File: src/rtl/toplayici_pkg.sv
// rtl/toplayici_pkg.sv - shared defaults, parameter bounds and slice-width helper for the pipelined adder
package toplayici_pkg;

  localparam int VERI_BIT_VARSAYILAN = 32;
  localparam int ASAMA_VARSAYILAN    = 2;

  localparam int VERI_BIT_EN_AZ  = 8;
  localparam int VERI_BIT_EN_COK = 64;
  localparam int ASAMA_EN_AZ     = 1;
  localparam int ASAMA_EN_COK    = 4;

  // Per-operation control bits that travel down the pipe with the data
  typedef struct packed {
    logic cikar;
    logic imzali;
  } kontrol_t;

  // Each stage handles an equal, LSB-first share of the operand width
  function automatic int dilim_genisligi(input int veri_bit, input int asama);
    return veri_bit / asama;
  endfunction

endpackage

File: src/rtl/toplayici_dilim.sv
// rtl/toplayici_dilim.sv - combinational Kogge-Stone slice adder with carry in/out
module toplayici_dilim #(
  parameter int GENISLIK = 16
) (
  input  logic [GENISLIK-1:0] a,
  input  logic [GENISLIK-1:0] b,
  input  logic                carry_giris,
  output logic [GENISLIK-1:0] toplam,
  output logic                carry_cikis
);

  localparam int SEVIYE = (GENISLIK > 1) ? $clog2(GENISLIK) : 1;

  logic [GENISLIK-1:0] yay;
  logic [GENISLIK-1:0] g_l [SEVIYE+1];
  logic [GENISLIK-1:0] p_l [SEVIYE+1];
  logic [GENISLIK:0]   c;

  // Prefix tree: carry-in is folded into bit 0's generate so every
  // prefix output is directly the carry into the next bit
  always_comb begin
    yay     = a ^ b;
    g_l[0]  = a & b;
    p_l[0]  = yay;
    g_l[0][0] = (a[0] & b[0]) | (yay[0] & carry_giris);
    for (int l = 1; l <= SEVIYE; l++) begin
      g_l[l] = g_l[l-1];
      p_l[l] = p_l[l-1];
      for (int i = (1 << (l - 1)); i < GENISLIK; i++) begin
        g_l[l][i] = g_l[l-1][i] | (p_l[l-1][i] & g_l[l-1][i - (1 << (l - 1))]);
        p_l[l][i] = p_l[l-1][i] & p_l[l-1][i - (1 << (l - 1))];
      end
    end
    c[0]          = carry_giris;
    c[GENISLIK:1] = g_l[SEVIYE];
    toplam        = yay ^ c[GENISLIK-1:0];
    carry_cikis   = c[GENISLIK];
  end

endmodule

File: src/rtl/toplayici_boru.sv
// rtl/toplayici_boru.sv - ASAMA-stage carry-segmented add/sub pipeline with valid/ready; saturation under TOPLAYICI_DOYUM_EN
module toplayici_boru
  import toplayici_pkg::*;
#(
  parameter int VERI_BIT = VERI_BIT_VARSAYILAN,
  parameter int ASAMA    = ASAMA_VARSAYILAN
) (
  input  logic                clk_i,
  input  logic                rst_i,
  input  logic                giris_gecerli_i,
  output logic                giris_hazir_o,
  input  logic [VERI_BIT-1:0] islec0_i,
  input  logic [VERI_BIT-1:0] islec1_i,
  input  logic                carry_i,
  input  logic                cikar_i,
  input  logic                imzali_i,
`ifdef TOPLAYICI_DOYUM_EN
  input  logic                doyum_i,
`endif
  output logic                cikis_gecerli_o,
  input  logic                cikis_hazir_i,
  output logic [VERI_BIT-1:0] toplam_o,
  output logic                carry_o,
  output logic                tasma_o,
  output logic                sifir_o
);

  localparam int DW  = dilim_genisligi(VERI_BIT, ASAMA);
  localparam int SON = ASAMA - 1;
  localparam int MSB = VERI_BIT - 1;
  // Inter-stage register depth; the last stage writes the output registers directly
  localparam int NQ  = (ASAMA > 1) ? ASAMA - 1 : 1;

  if (ASAMA < ASAMA_EN_AZ || ASAMA > ASAMA_EN_COK ||
      VERI_BIT < VERI_BIT_EN_AZ || VERI_BIT > VERI_BIT_EN_COK ||
      (VERI_BIT % ASAMA) != 0) begin : g_param_hatasi
    $error("toplayici_boru: illegal VERI_BIT/ASAMA combination");
  end

  logic ilerle;

  // Stage inputs (what stage k sees this cycle)
  logic                v_d [ASAMA];
  logic [VERI_BIT-1:0] a_d [ASAMA];
  logic [VERI_BIT-1:0] b_d [ASAMA];
  logic [VERI_BIT-1:0] s_d [ASAMA];
  logic                c_d [ASAMA];
  kontrol_t            k_d [ASAMA];

  // Stage results before registering
  logic [VERI_BIT-1:0] s_n [ASAMA];
  logic [DW-1:0]       dilim_toplam [ASAMA];
  logic                dilim_carry  [ASAMA];

  // Inter-stage registers
  logic                v_q [NQ];
  logic [VERI_BIT-1:0] a_q [NQ];
  logic [VERI_BIT-1:0] b_q [NQ];
  logic [VERI_BIT-1:0] s_q [NQ];
  logic                c_q [NQ];
  kontrol_t            k_q [NQ];

`ifdef TOPLAYICI_DOYUM_EN
  logic                doyum_d [ASAMA];
  logic                doyum_q [NQ];
`endif

  logic [VERI_BIT-1:0] son_toplam;
  logic                son_carry;
  logic                son_tasma;

  // A single global stall: everything moves only when the output slot frees up
  assign ilerle        = !cikis_gecerli_o || cikis_hazir_i;
  assign giris_hazir_o = ilerle;

  // Stage 0 takes the ports (with B inverted for subtract); later stages take the previous register
  always_comb begin
    v_d[0]        = giris_gecerli_i;
    a_d[0]        = islec0_i;
    b_d[0]        = cikar_i ? ~islec1_i : islec1_i;
    s_d[0]        = '0;
    c_d[0]        = carry_i ^ cikar_i;
    k_d[0].cikar  = cikar_i;
    k_d[0].imzali = imzali_i;
`ifdef TOPLAYICI_DOYUM_EN
    doyum_d[0]    = doyum_i;
`endif
    for (int k = 1; k < ASAMA; k++) begin
      v_d[k] = v_q[k-1];
      a_d[k] = a_q[k-1];
      b_d[k] = b_q[k-1];
      s_d[k] = s_q[k-1];
      c_d[k] = c_q[k-1];
      k_d[k] = k_q[k-1];
`ifdef TOPLAYICI_DOYUM_EN
      doyum_d[k] = doyum_q[k-1];
`endif
    end
  end

  for (genvar k = 0; k < ASAMA; k++) begin : g_dilim
    toplayici_dilim #(
      .GENISLIK (DW)
    ) u_dilim (
      .a           (a_d[k][k*DW +: DW]),
      .b           (b_d[k][k*DW +: DW]),
      .carry_giris (c_d[k]),
      .toplam      (dilim_toplam[k]),
      .carry_cikis (dilim_carry[k])
    );
  end

  // Merge each stage's freshly computed slice into the partial sum it carries
  always_comb begin
    for (int k = 0; k < ASAMA; k++) begin
      s_n[k]               = s_d[k];
      s_n[k][k*DW +: DW]   = dilim_toplam[k];
    end
  end

  // Last stage: overflow flag from operand/result signs or raw carry, then optional clamp
  always_comb begin
    son_carry  = dilim_carry[SON];
    if (k_d[SON].imzali) begin
      son_tasma = (a_d[SON][MSB] == b_d[SON][MSB]) && (s_n[SON][MSB] != a_d[SON][MSB]);
    end else begin
      son_tasma = (son_carry != k_d[SON].cikar);
    end
    son_toplam = s_n[SON];
`ifdef TOPLAYICI_DOYUM_EN
    if (doyum_d[SON] && son_tasma) begin
      if (k_d[SON].imzali) begin
        son_toplam = a_d[SON][MSB] ? {1'b1, {MSB{1'b0}}} : {1'b0, {MSB{1'b1}}};
      end else begin
        son_toplam = k_d[SON].cikar ? '0 : '1;
      end
    end
`endif
  end

  // Pipeline registers; data only loads with a valid slot so idle outputs keep their last value
  always_ff @(posedge clk_i) begin
    if (rst_i) begin
      for (int k = 0; k < NQ; k++) begin
        v_q[k] <= 1'b0;
        a_q[k] <= '0;
        b_q[k] <= '0;
        s_q[k] <= '0;
        c_q[k] <= 1'b0;
        k_q[k] <= '0;
`ifdef TOPLAYICI_DOYUM_EN
        doyum_q[k] <= 1'b0;
`endif
      end
      cikis_gecerli_o <= 1'b0;
      toplam_o        <= '0;
      carry_o         <= 1'b0;
      tasma_o         <= 1'b0;
      sifir_o         <= 1'b0;
    end else if (ilerle) begin
      for (int k = 0; k < SON; k++) begin
        v_q[k] <= v_d[k];
        if (v_d[k]) begin
          a_q[k] <= a_d[k];
          b_q[k] <= b_d[k];
          s_q[k] <= s_n[k];
          c_q[k] <= dilim_carry[k];
          k_q[k] <= k_d[k];
`ifdef TOPLAYICI_DOYUM_EN
          doyum_q[k] <= doyum_d[k];
`endif
        end
      end
      cikis_gecerli_o <= v_d[SON];
      if (v_d[SON]) begin
        toplam_o <= son_toplam;
        carry_o  <= son_carry;
        tasma_o  <= son_tasma;
        sifir_o  <= (son_toplam == '0);
      end
    end
  end

endmodule

File: config.mk
export PLATFORM = sky130hd
export DESIGN_NAME = toplayici_boru
export DESIGN_NICKNAME = d
export VERILOG_FILES = /design/src/rtl/toplayici_pkg.sv /design/src/rtl/toplayici_dilim.sv /design/src/rtl/toplayici_boru.sv
export SDC_FILE = /design/constraint.sdc
export NUM_CORES = 1
export LEC_CHECK = 0
export CORE_ASPECT_RATIO = 1.2
export CORE_MARGIN = 3
export CORE_UTILIZATION = 40
export CTS_CLUSTER_SIZE = 28
export DETAILED_ROUTE_END_ITERATION = 10
export PLACE_DENSITY_LB_ADDON = 0.2
export SLEW_MARGIN = 20
export SYNTH_ARGS = -nofsm -noshare
export SYNTH_HDL_FRONTEND = slang
export SYNTH_HIERARCHICAL = 1
export SYNTH_SLANG_ARGS = --single-unit
File: constraint.sdc
create_clock -name clk_i -period 3.61 [get_ports clk_i]
set_input_delay 0.722 -clock clk_i [delete_from_list [all_inputs] [get_ports clk_i]]
set_output_delay 0.722 -clock clk_i [all_outputs]
set_load 0.1 [all_outputs]
Yosys cells after proc, flatten, opt, wreduce, memory -nomap -nowiden

Memories as Yosys holds them, arrays and structs flattened.
Index checks and enable logic that the tools add are counted.

Flip-flop bits (word level): 36
Bits in writable memories: 84
Input port bits: 71
Word-level logic and storage cells: 326
Memories kept: 6

Memories:

| memory | words | width | read ports | clocked after memory_dff | write ports | line                 | text |
|---|---|---|---|---|---|---|---|
| a_q    | 1     | 32    | 1          | 0                        | 1           | toplayici_boru.sv:57 | `logic [VERI_BIT-1:0] a_q [NQ];` |
| b_q    | 1     | 32    | 1          | 0                        | 1           | toplayici_boru.sv:58 | `logic [VERI_BIT-1:0] b_q [NQ];` |
| s_q    | 1     | 16    | 1          | 0                        | 1           | toplayici_boru.sv:59 | `logic [VERI_BIT-1:0] s_q [NQ];` |
| k_q    | 1     | 2     | 1          | 0                        | 1           | toplayici_boru.sv:61 | `kontrol_t k_q [NQ];` |
| c_q    | 1     | 1     | 1          | 0                        | 1           | toplayici_boru.sv:60 | `logic c_q [NQ];` |
| v_q    | 1     | 1     | 1          | 0                        | 1           | toplayici_boru.sv:56 | `logic v_q [NQ];` |

Equal/unequal tests: 3
Muxes and demuxes: 23
Bitwise gates (word level): 278
Reductions and logical operators: 11

Operators with widths:

| cell                  | count |
|---|---|
| bitwise AND 1 bit     | 170 |
| OR 1 bit              | 100 |
| two-way mux 32 bit    | 3 |
| OR reduction 32 bit   | 2 |
| bitwise XOR 16 bit    | 4 |
| bitwise AND 16 bit    | 2 |
| zero test 32 bit      | 1 |
| NOT 32 bit            | 1 |
| two-way mux 1 bit     | 18 |
| two-way mux 16 bit    | 1 |
| OR reduction 16 bit   | 1 |
| two-way mux 2 bit     | 1 |
| inequality test 1 bit | 2 |
| AND reduction 2 bit   | 1 |
| OR reduction 1 bit    | 2 |
| OR reduction 2 bit    | 1 |
| == test 1 bit         | 1 |
| logical AND 1 bit     | 1 |
| zero test 1 bit       | 1 |
| logical OR 1 bit      | 1 |
| bitwise XOR 1 bit     | 1 |

Longest topological paths before layout

Gate-level depths: netlist of the first run.

Word-level depth: 14
Depth in mapped cells: 12
Gate-level depth less buffers: 11

By module

Netlist of the first run, hierarchy kept.

By module, submodules not included:

| module          | times used | cells an instance | area each (um2) |
|---|---|---|---|
| toplayici_boru  | 1          | 326               | 3692.3 |
| toplayici_dilim | 2          | 112               | 855.8 |

Least setup slack after synthesis of the first run

Ideal clock, no wire load.

Kind: input to register
Start: in cikar_i
End: mem s_q[0][8] (netlist bit), data pin
Library setup time: 0.255 ns
Arrival time: 3.129 ns
Slack: 0.226 ns
Stages on the path: 12
Cells stage by stage: buf_2 buf_2 xor2_1 inv_1 fa_1 fa_1 nor2b_1 o211ai_1 a31oi_1 and2b_1 xnor2_1 and2_1

RTL lines:

| element            | line                 | text |
|---|---|---|
| start: declaration | toplayici_boru.sv:15 | `input logic cikar_i,` |
| end: declaration   | toplayici_boru.sv:59 |  |

==> flow_summary.yaml, run 1 <==
placed_design:
  placed_cell_area_sq_um: 6610
  place_ws_ps: -1.78
  hpwl_um: 9650
  dp.cells: 800
  io_buffer_count: 107
  place.gp.congestion: 0.842
sta:
  worst_slew_pin_slew_ps: 992
  max_slew_margin: 0.337
  final_max_slew_viol_count: 0
  grt_setup_unrepaired: "false"
  setup_violations: 0
  final.period_utilization: 0.904
  fmax_ghz: 0.306
  final_hold_viol_count: 0
  period_needed_ps: 3260
  worst_slack_ps: 346
  skew_ps: 4.68
  whs_ps: 475
floorplan:
  start_util: 0.417
  ios: 108
  die_height_um: 133
  core_area_sq_um: 12900
  dieArea_sq_um: 14900
  fp.dieW_um: 112
  num_rows: 45
synthesis:
  synth_top_flop_cell: "edfxtp_1"
  yosys_register_bits: 88
  muxShareOfSynthArea: 0.00741
  synth_compound_area_frac: 0.168
  yosys_warnings: 6
  yosysUniqueCellTypes: 50
  synth_top_family_by_area: "simple AND/OR/NAND/NOR gates"
  syn_area_per_cell_sq_um: 9.83
  synthAdderAreaFrac: 0.0843
  netlist_instances: 550
  synthesis.nets: 655
  ys_seq_area_frac: 0.422
  syn_area_sq_um: 5400
  async_flop_share: 0
  synth_edf_count: 52
  yosys.area_share.simple: 0.182
  synthXorXnorAreaFrac: 0.0940
critical_path:
  end_kind: "flip-flop"
  cpPeakStageDelay_ps: 460
  crit_fanout: 4
  cp-start-kind: "flip-flop"
  path_common_cell: "fa_1"
  arrival_ps: 3520
  critPathKind: "reg2reg"
  required_ps: 3870
  worst_path_max_delay_cell: "fa_1"
  worstPathCellList: "inv_1, fa_1, fa_1, nor2b_1, o211ai_1, a31oi_1, and2b_1, xnor2_1, nor4_1, nand4_1, o32ai_2"
routing:
  drtIter0Drc: 250
  vias_per_cell: 5.31
  routedWlPerCell_um: 15.8
  ant_nets: 0
  dr_total_vias: 4330
  drtPass1Iterations: 4
  route.detailed.drc: 0
  drt-total-wl_um: 12900
clocking:
  numCtsBuffers: 9
  clkSlewWorstSetupHoldPaths_ps: 60
  clock_sinks: 88
  post_cts_resized: 0
  cts.htree.levels: 3
  clk_latency_ps: 340
  holdBufCountCts: 0
  cts.path.max_buffers: 2
  cts_tree: "yes"
  cts_root_buf: "clkbuf_16"
  post-cts-setup-buffer-count: 0
layout:
  fillers: 1203
  fin_area_sq_um: 6920
  stdcell_count: 816
  finish.net_count: 752
  multi_input_area_sq_um: 2900
  drive_gt1_frac: 0.0859
  ff_latch_area_sq_um: 2280
  antennaDiodeCount: 0
  syn2layout_area_growth_pct: 28.0
power_and_ir_drop:
  leakage_nw: 2.68
  vdd_drop_max_mv: 0.268
  power.density_nw_per_um2: 446
global_routing:
  grt_usage: 0.172
  grt_max_degree: 38
  grt_pass1_vias: 4291
  grt_pass1_wl_um: 20800
  gr-total-overflow: 0
  antenna_found_initial: 0
min_path:
  min_path_type: "reg2reg"
run:
  cap_violations: 0
outcome:
  outcome: "finished clean"
flip-flops by register name, summed over array words and instances (netlist names):
| signal | cells |
|---|---|
| b_q | 16 |
| s_q | 16 |
| cikis_gecerli_o | 1 |
| carry_o | 1 |
| sifir_o | 1 |
| c_q | 1 |
| a_q | 16 |
| tasma_o | 1 |
| toplam_o | 32 |
| v_q | 1 |
| k_q | 2 |
critical path: cells and delay by family, from the launching register on:
| family | cells | cell delay (ps) |
|---|---|---|
| AO/OA/AOI/OAI | 3 | 810 |
| XOR/XNOR | 1 | 160 |
| adder cells (fa/ha/maj) | 2 | 880 |
| buffers and inverters | 1 | 50 |
| flip-flops | 1 | 320 |
| AND/OR/NAND/NOR | 4 | 960 |
layout by cell type, fill, tap and decap left out, types with 4 or more instances in the layout:
| cell type | count |
|---|---|
| a211oi_1 | 4 |
| a211oi_2 | 4 |
| a21o_1 | 10 |
| a21oi_1 | 48 |
| a21oi_2 | 4 |
| a31oi_1 | 4 |
| and2_1 | 35 |
| and2b_1 | 4 |
| buf_4 | 6 |
| clkbuf_16 | 9 |
| clkdlybuf4s50_1 | 105 |
| dfxtp_1 | 36 |
| edfxtp_1 | 52 |
| fa_1 | 4 |
| ha_1 | 30 |
| inv_1 | 18 |
| inv_4 | 4 |
| mux2i_1 | 4 |
| nand2_1 | 14 |
| nand2b_1 | 5 |
| nand3_1 | 37 |
| nand4_1 | 6 |
| nor2_1 | 36 |
| nor2b_1 | 8 |
| nor3_1 | 6 |
| nor4_1 | 8 |
| o211ai_1 | 4 |
| o21a_1 | 4 |
| o21ai_0 | 43 |
| or3_1 | 4 |
| xnor2_1 | 38 |
| xor2_1 | 20 |
final cells by class:
type | count | share of cell area
inverter | 21 | 0.0125
clock inverter | 7 | 0.0112
tap | 164 | 0.0297
sequential | 88 | 0.330
clock buffer | 9 | 0.0326
multi-input combinational | 413 | 0.419
timing repair buffer | 114 | 0.165
synthesized netlist by cell type, drive strengths merged, types with 9 or more instances:
| master | instances | area share |
|---|---|---|
| a21o | 11 | 0.015 |
| a21oi | 52 | 0.051 |
| and2 | 37 | 0.043 |
| buf | 13 | 0.015 |
| clkbuf | 15 | 0.011 |
| dfxtp | 36 | 0.13 |
| edfxtp | 52 | 0.29 |
| ha | 30 | 0.069 |
| inv | 21 | 0.016 |
| nand2 | 14 | 0.0097 |
| nand3 | 39 | 0.038 |
| nor2 | 36 | 0.025 |
| nor2b | 9 | 0.010 |
| o21ai | 43 | 0.040 |
| xnor2 | 38 | 0.062 |
| xor2 | 20 | 0.032 |
routing by layer:
metal  wire, um  global-route usage  up-vias
met2       6690               0.308      103
met4        283              0.0701        0
met3        496              0.0254       19
met5          0                   0        -
met1       5400               0.204     2035
li1           -                   -     2173
worst paths after layout:
check                             from                         to  slack [ps]  cells past startpoint
max           a_q[0][16]$_SDFFCE_PN0P_       sifir_o$_SDFFE_PP0P_         350                     11
min          toplam_o[26]$_SDFFE_PP0P_  toplam_o[26]$_SDFFE_PP0P_         470                      2
max reg2reg   a_q[0][16]$_SDFFCE_PN0P_       sifir_o$_SDFFE_PP0P_         350                     11
min reg2reg  toplam_o[26]$_SDFFE_PP0P_  toplam_o[26]$_SDFFE_PP0P_         470                      2
cells by family after synthesis:
logic type      after synthesis
mux                           4
buf+inv                      49
simple gates                177
fa+ha+maj                    34
xor+xnor                     58
compound gates              140
flops                        88
per-stage QoR:
step / power (mW) / TNS [ps] / util
CTS: 3.12 / 0 / 0.534
detailed placement: 2.17 / -1.78 / 0.511
floorplan: 1.90 / 0 / -
global placement: 2.15 / 0 / 0.511
finish: 3.09 / 0 / 0.534
global route: 3.23 / 0 / 0.534
where the power goes:
part | internal [mW] | total (mW) | leakage, nW | switching (mW)
logic | 0.373 | 0.947 | 1.67 | 0.574
clock network | 0.544 | 0.945 | 0.148 | 0.402
registers | 1.15 | 1.20 | 0.862 | 0.0413
(Power assumes the default switching activity.)
==> run 2: changes to the inputs <==
Clock period 3.61 ns to 3.4 ns, I/O delays scaled along.
==> run 2 against run 1 <==
Net effect:
- wire length is 1.7% lower
- critical path depth unchanged
- final cell count up 0.12%
- count of clock-buffer cells in the layout is the same
- register-to-register slack got worse by 140 ps
- via count decreased by 0.60%
- sequential power rose by 6%
- non-clock buffer count increased by 1
- critical path type is now in2reg
- global-route usage is 0.47 points lower
- core utilization decreased by 1.0 points
- largest power group unchanged
- clock skew rose by 3.1 ps
- largest cell class unchanged
- total power increased by 1.7%
==> flow_summary.yaml, run 2 (synthesis gave the netlist of run 1 again) <==
outcome:
  outcome: "finished clean"
clocking:
  cts_tree: "yes"
  numCtsBuffers: 9
  post-cts-setup-buffer-count: 0
  post_cts_resized: 0
  clk_latency_ps: 330
  cts.htree.levels: 3
  cts.path.max_buffers: 2
  clock_sinks: 88
  clkSlewWorstSetupHoldPaths_ps: 60
  holdBufCountCts: 0
  cts_root_buf: "clkbuf_16"
layout:
  fin_area_sq_um: 6780
  antennaDiodeCount: 0
  finish.net_count: 753
  drive_gt1_frac: 0.138
  fillers: 1203
  largest_register_ff_count: 32
  syn2layout_area_growth_pct: 25.5
  final_common_cell: "clkdlybuf4s50_1"
  final_cell_mix: "70 x clkdlybuf4s50_1, 52 x edfxtp_1, 48 x a21oi_1, 43 x o21ai_0, 43 x buf_4"
  regMostFlops: "toplam_o"
critical_path:
  required_ps: 3490
  end_kind: "flip-flop"
  arrival_ps: 3310
  crit_fanout: 4
  cp-start-kind: "input pin"
  cpPeakStageDelay_ps: 480
  worst_path_max_delay_cell: "clkdlybuf4s50_1"
  critPathKind: "in2reg"
  worstPathCellList: "clkdlybuf4s50_1, xor2_1, inv_1, fa_1, fa_1, nor2b_1, o211ai_1, a31oi_1, and2b_1, xnor2_1, and2_1"
  path_common_cell: "fa_1"
floorplan:
  num_rows: 45
  core_area_sq_um: 12900
  start_util: 0.417
  ios: 108
  die_height_um: 133
  fp.dieW_um: 112
  dieArea_sq_um: 14900
sta:
  grt_setup_unrepaired: "false"
  skew_ps: 7.82
  setup_violations: 0
  final.period_utilization: 0.947
  max_slew_margin: 0.354
  worst_slack_ps: 179
  worst_slew_pin_slew_ps: 966
  period_needed_ps: 3220
  final_hold_viol_count: 0
  final_max_slew_viol_count: 0
  fmax_ghz: 0.310
placed_design:
  placed_cell_area_sq_um: 6520
  io_buffer_count: 107
  place_ws_ps: -159
  hpwl_um: 9670
  place.gp.congestion: 0.832
power_and_ir_drop:
  p_clk_frac: 0.280
  vdd_drop_max_mv: 0.260
  swShare: 0.332
  p_seq_frac: 0.404
  leakage_nw: 2.73
  pwr-share-comb: 0.315
  p_sw_mw: 1.04
  power.density_nw_per_um2: 463
  p_int_mw: 2.10
routing:
  drt-total-wl_um: 12600
  drtPass1Iterations: 4
  vias_per_cell: 5.27
  routedWlPerCell_um: 15.5
  drtIter0Drc: 248
  dr_total_vias: 4304
  route.detailed.drc: 0
  ant_nets: 0
min_path:
  min_path_type: "reg2reg"
global_routing:
  antenna_found_initial: 1
  grt_max_degree: 38
  grt_pass1_vias: 4324
  grt_pass1_wl_um: 20500
  gr-total-overflow: 0
  grt_usage: 0.167
run:
  cap_violations: 0
## run 2: cell types whose count changed in the layout (fill, tap and decap cells not counted)
| cell | delta |
|---|---|
| buf_4 | +37 |
| clkdlybuf4s50_1 | -35 |
| clkinv_2 | +3 |
| clkinv_1 | +2 |
| buf_12 | -1 |
| bufinv_16 | -1 |
| clkinv_4 | -1 |
| clkinvlp_4 | -1 |
| inv_4 | -1 |
| inv_8 | -1 |
## run 2: final cells by class
class	instances	area [sq um]	share of cell area
clock buffers	9	225	0.0332
clock inverters	7	36.3	0.00535
multi-input cells	413	2900	0.427
well taps	164	205	0.0303
flip-flops and latches	88	2280	0.336
repair buffers	115	1050	0.155
inverters	21	86.3	0.0127
## run 2: final timing paths
path	start	end	slack, ps	cells after the start
setup / recovery	islec1_i[0]	s_q[0][8]$_SDFFCE_PN0P_	180	11
hold / removal	toplam_o[29]$_SDFFE_PP0P_	toplam_o[29]$_SDFFE_PP0P_	470	2
setup reg to reg	a_q[0][16]$_SDFFCE_PN0P_	sifir_o$_SDFFE_PP0P_	210	11
hold reg to reg	toplam_o[29]$_SDFFE_PP0P_	toplam_o[29]$_SDFFE_PP0P_	470	2
## run 2: power by group through the flow
stage	registers, mW	logic [mW]	clock network, mW
final	1.27	0.990	0.881
after global placement	1.29	0.986	0
after CTS	1.27	1.00	0.897
after floorplan	1.47	0.547	0
after global routing	1.28	1.08	0.942
after detailed placement	1.29	0.995	0
## run 2: critical path: cells and delay by family
kind                     cells  cell delay [ps]
buffers and inverters        2              550
adder cells (fa/ha/maj)      2              830
AO/OA/AOI/OAI                2              460
AND/OR/NAND/NOR              3              540
XOR/XNOR                     2              260
## run 2: through the flow
| step | hold WS [ps] | util | power [mW] | std cells | setup TNS [ps] |
|---|---|---|---|---|---|
| global route | 503 | 0.524 | 3.30 | 817 | 0 |
| global placement | 470 | 0.504 | 2.28 | 801 | -369 |
| finish | 474 | 0.524 | 3.14 | 817 | 0 |
| CTS | 477 | 0.524 | 3.17 | 817 | 0 |
| detailed placement | 469 | 0.504 | 2.29 | 801 | -548 |
| floorplan | 527 | - | 2.02 | 550 | 0 |
## run 2: per-layer routing
layer  global-route usage  part of all wire
met5                    0                 0
met3               0.0273             0.050
met1                0.198              0.42
met4               0.0541             0.016
met2                0.307              0.52
==> run 3: changes to the inputs <==
Settings changed: TNS_END_PERCENT set to 50.
==> results of run 3 <==
No change in the layout: final DEF, timing and power equal those of run 2.
